$ cat config.mk
export PLATFORM = sky130hd
export DESIGN_NAME = param_sync_fifo
export DESIGN_NICKNAME = d
export VERILOG_FILES = /design/src/rtl/param_sync_fifo.sv
export SDC_FILE = /design/constraint.sdc
export NUM_CORES = 1
export LEC_CHECK = 0
export ABC_AREA = 1
export CAP_MARGIN = 20
export CORE_MARGIN = 5
export CORE_UTILIZATION = 55
export CTS_CLUSTER_DIAMETER = 60
export DETAILED_ROUTE_END_ITERATION = 6
export GPL_ROUTABILITY_DRIVEN = 1
export MAX_ROUTING_LAYER = met4
export PLACE_DENSITY = 0.76
export SYNTH_ARGS = -nofsm -noshare
export SYNTH_HDL_FRONTEND = slang
export SYNTH_SLANG_ARGS = --single-unit
$ cat constraint.sdc
create_clock -name Clk -period 3.2 [get_ports Clk]
set_input_delay 0.8 -clock Clk [delete_from_list [all_inputs] [get_ports Clk]]
set_output_delay 0.8 -clock Clk [all_outputs]
set_load 0.01 [all_outputs]
$ cat src/rtl/param_sync_fifo.sv
// Single-clock FIFO with a two-bit opcode interface, occupancy count, threshold
// flags, a read-data valid strobe and one-cycle reject pulses.
module param_sync_fifo #(
    parameter  int DATA_WIDTH = 32,
    parameter  int DEPTH      = 16,
    parameter  int AF_THRESH  = 14,
    parameter  int AE_THRESH  = 2,
    localparam int AW         = $clog2(DEPTH)
) (
    input  logic                  Clk,
    input  logic                  ResetN,
    input  logic [1:0]            Opcode,
    input  logic [DATA_WIDTH-1:0] Din,
    output logic [DATA_WIDTH-1:0] Dout,
    output logic                  DoutValid,
    output logic [AW:0]           Count,
    output logic                  FifoFull,
    output logic                  FifoEmpty,
    output logic                  AlmostFull,
    output logic                  AlmostEmpty,
    output logic                  Overflow,
    output logic                  Underflow
);

    localparam logic [AW:0] CNT_FULL = (AW+1)'(DEPTH);
    localparam logic [AW:0] CNT_AF   = (AW+1)'(AF_THRESH);
    localparam logic [AW:0] CNT_AE   = (AW+1)'(AE_THRESH);

    logic [DATA_WIDTH-1:0] mem_q [DEPTH];

    logic [AW-1:0]         wptr_q, wptr_d;
    logic [AW-1:0]         rptr_q, rptr_d;
    logic [AW:0]           count_q, count_d;
    logic [DATA_WIDTH-1:0] dout_q, dout_d;
    logic                  dout_valid_q, dout_valid_d;
    logic                  overflow_q, overflow_d;
    logic                  underflow_q, underflow_d;

    logic                  wr_req, rd_req;
    logic                  wr_acc, rd_acc;

    assign FifoFull    = (count_q == CNT_FULL);
    assign FifoEmpty   = (count_q == '0);
    assign AlmostFull  = (count_q >= CNT_AF);
    assign AlmostEmpty = (count_q <= CNT_AE);

    // Full and empty are exclusive (DEPTH >= 4), so opcode 11 always moves at
    // most one side when at a boundary and both sides otherwise.
    always_comb begin
        wr_req       = Opcode[0];
        rd_req       = Opcode[1];
        wr_acc       = wr_req & ~FifoFull;
        rd_acc       = rd_req & ~FifoEmpty;

        wptr_d       = wptr_q;
        rptr_d       = rptr_q;
        count_d      = count_q;
        dout_d       = dout_q;
        dout_valid_d = rd_acc;
        overflow_d   = wr_req & FifoFull;
        underflow_d  = rd_req & FifoEmpty;

        if (wr_acc) begin
            wptr_d = wptr_q + AW'(1);
        end
        if (rd_acc) begin
            rptr_d = rptr_q + AW'(1);
            dout_d = mem_q[rptr_q];
        end

        case ({wr_acc, rd_acc})
            2'b10:   count_d = count_q + (AW+1)'(1);
            2'b01:   count_d = count_q - (AW+1)'(1);
            default: count_d = count_q;
        endcase
    end

    // Storage is not reset; writes are blocked while reset is asserted.
    always_ff @(posedge Clk) begin
        if (ResetN && wr_acc) begin
            mem_q[wptr_q] <= Din;
        end
    end

    always_ff @(posedge Clk) begin
        if (!ResetN) begin
            wptr_q       <= '0;
            rptr_q       <= '0;
            count_q      <= '0;
            dout_q       <= '0;
            dout_valid_q <= 1'b0;
            overflow_q   <= 1'b0;
            underflow_q  <= 1'b0;
        end else begin
            wptr_q       <= wptr_d;
            rptr_q       <= rptr_d;
            count_q      <= count_d;
            dout_q       <= dout_d;
            dout_valid_q <= dout_valid_d;
            overflow_q   <= overflow_d;
            underflow_q  <= underflow_d;
        end
    end

    assign Dout      = dout_q;
    assign DoutValid = dout_valid_q;
    assign Count     = count_q;
    assign Overflow  = overflow_q;
    assign Underflow = underflow_q;

endmodule

==> metrics.txt <==
I/O Buffers=~80; Die X=218 µm; Seq. cell area=16300 µm²; delay-heaviest family, CP=buffers and inverters; GPL Wtd Cong=a little over 0.9; DR iter-0 viols=2070; Gate power share=26.1%; routed len/inst=19.0 µm; kind of critical path=reg2out; post-route cell area=about 27000 µm²; Routed WL=57000 µm; Max Fclk=352 MHz; Cells after Synth=2304; Seq pwr share=42.3%; vias=16.3k; Required @ worst endpoint=2400 ps; Slowest-stage cell, CP=clkdlybuf4s50_1; Final WS setup=358 ps; die height=218 µm; DP Area=25300 µm²; LEAKAGE=0.0113 µW; type of origin of the critical path=register; routed vias/inst=5.41; Main synth FF type=edfxtp_1; top cells by area, synth=edfxtp_1, nand2_1, nand3_1, inv_1, dfxtp_1; Power, Total=20200 µW; skew final=21.5 ps; dominant cell type by area after synthesis=edfxtp_1; PD cells=744 nW/µm²; Fin. Hold Viols=0; final net count=2420; Max transition margin=approximately a third; most frequent cell after synthesis=nand2_1; worst vdd ir=0.493 mV; Fill cells=3219; Internal=13700 µW; num rows=76; setup TNS=0 ps; HPWL after detailed placement=33400 µm; synth warn=0; switch share=between 30% and 40%; Yosys reg bits=560; Starting Density=55.4%; Final Max Slew Viols=0; CP Cell Sequence=a2111oi_0, clkdlybuf4s50_1; multi-input logic area=5680 µm²; crit path buf inv count=1; clock power share=31.6%; initial antenna violation count=0; H-Tree Level Count=2; clock root buffer=clkbuf_16; Clock Sinks=560; min Tclk post-route=~2800 ps; post_cts resized=0; largest net degree at the start of global routing=140; grt ovf=0; final setup fails=0; Synth cell types=28; Worst-Skew Late Latency=620 ps; drt pass-1 iters=5; Post-synth EDFFs=512; I/O pin count=80; post-route clock period utilization=about nine tenths; CORE AREA=43000 µm²; outcome=finished, final reports clean; synthesized area per cell=10.3 µm²; max_cap viols=0; Ant. Diodes=0; Final ANT Viol Nets=0; vias in the first global route=15.8k; area grow syn2layout=13.8%; crit-path max FO=6; Worst-path clk slew=60 ps; hold_buf cts=0; layout cell share with drive strength beyond 1=6.57%; unrepaired setup endpoints after global routing=false; total die area=47600 µm²; first-pass GRT wire length=88900 µm; total track usage=24.8%; Worst setup EP type=output port; area share of the largest cell type after synthesis=between 60% and 70%; synth cell count leaders=nand2_1, edfxtp_1, nand3_1; Synthesized Nets=about 2.4k; ys async rst share=0%; Cell Area, Synth=23800 µm²; CP arrival=2040 ps; dpl ws=roughly 210 ps; CTS buffer count=56; post-CTS setup buffer count=0; detailed-route DRC error count=0; CTS tree=built; Sw Pwr=about 6500 µW; Worst Hold Class=reg2reg; clk buf depth=3; worst slew pin tran=1010 ps; slowest cell delay on critical path=around 620 ps; sequential area share after synthesis=68.6%
[tightest hold or removal path, stage by stage, from the launching register on]
cell     delay, ps
dfxtp_1        340
nand2_1         80
a21oi_1         60
[power groups by stage]
stage	registers, µW	clock network, µW	logic, µW
global route	8570	6800	5800
detailed placement	8690	0	5200
global placement	8680	0	5100
finish	8540	6380	5260
floorplan	8740	0	3460
CTS	8540	6450	5250
[stage by stage]
stage / hold slack [ps] / util, % / cells
finish: 524 / 63.1 / 3006
global route: 563 / 63.1 / 3006
CTS: 517 / 63.1 / 3006
detailed placement: 506 / 58.9 / 2901
global placement: 503 / 58.9 / 2901
floorplan: 472 / - / 2304
[cell usage in the layout, fill, tap and decap left out, drive strengths merged, types with 2 or more instances in the layout]
master         instances
nor2                  19
nand3                358
inv                  318
nand2                893
buf                   51
bufinv                 4
a21oi                 14
dfxtp                 48
clkinv                25
clkdlybuf4s50         78
nand4                  2
ha                     9
edfxtp               512
xor2                   4
clkinvlp               3
o21ai                  8
clkbuf                69
[kinds of logic after synthesis]
group                    count (synthesis)  share of synthesized area, %
XOR/XNOR                                 5                         0.184
AND/OR/NAND/NOR                       1272                          22.0
AO/OA/AOI/OAI                           26                         0.594
flip-flops                             560                          68.6
buffers and inverters                  431                          8.08
adder cells (fa/ha/maj)                 10                         0.557
[sequential cells by signal, indices dropped and copies added (netlist names)]
signal and count:
wptr_q 4, rptr_q 4, Overflow 1, Count 5
Dout 32, DoutValid 1, mem_q 512, Underflow 1
[final timing paths]
path / from / end / slack (ps) / cells past startpoint
worst max register to register: Count[1]$_SDFFE_PN0P_ / Count[4]$_SDFFE_PN0P_ / 720 / 13
worst max-delay path: Count[1]$_SDFFE_PN0P_ / AlmostEmpty / 360 / 2
worst min register to register: wptr_q[3]$_SDFFE_PN0P_ / wptr_q[3]$_SDFFE_PN0P_ / 520 / 2
worst min-delay path: wptr_q[3]$_SDFFE_PN0P_ / wptr_q[3]$_SDFFE_PN0P_ / 520 / 2
[final cells by class]
type / count / share of cell area, %
clock buffer: 69 / 5.42
clock inverter: 36 / 1.17
inverter: 314 / 4.39
multi-input combinational: 1313 / 20.9
sequential: 560 / 60.3
tap: 585 / 2.70
timing repair buffer: 129 / 5.07
[metal layers]
metal	GRT usage [%]	part of all wire [%]
met1	32.5	39
met2	40.1	48
met3	3.62	8.7
met4	8.85	3.5
met5	-	0
Note: power is estimated with default switching activity, not from simulation.
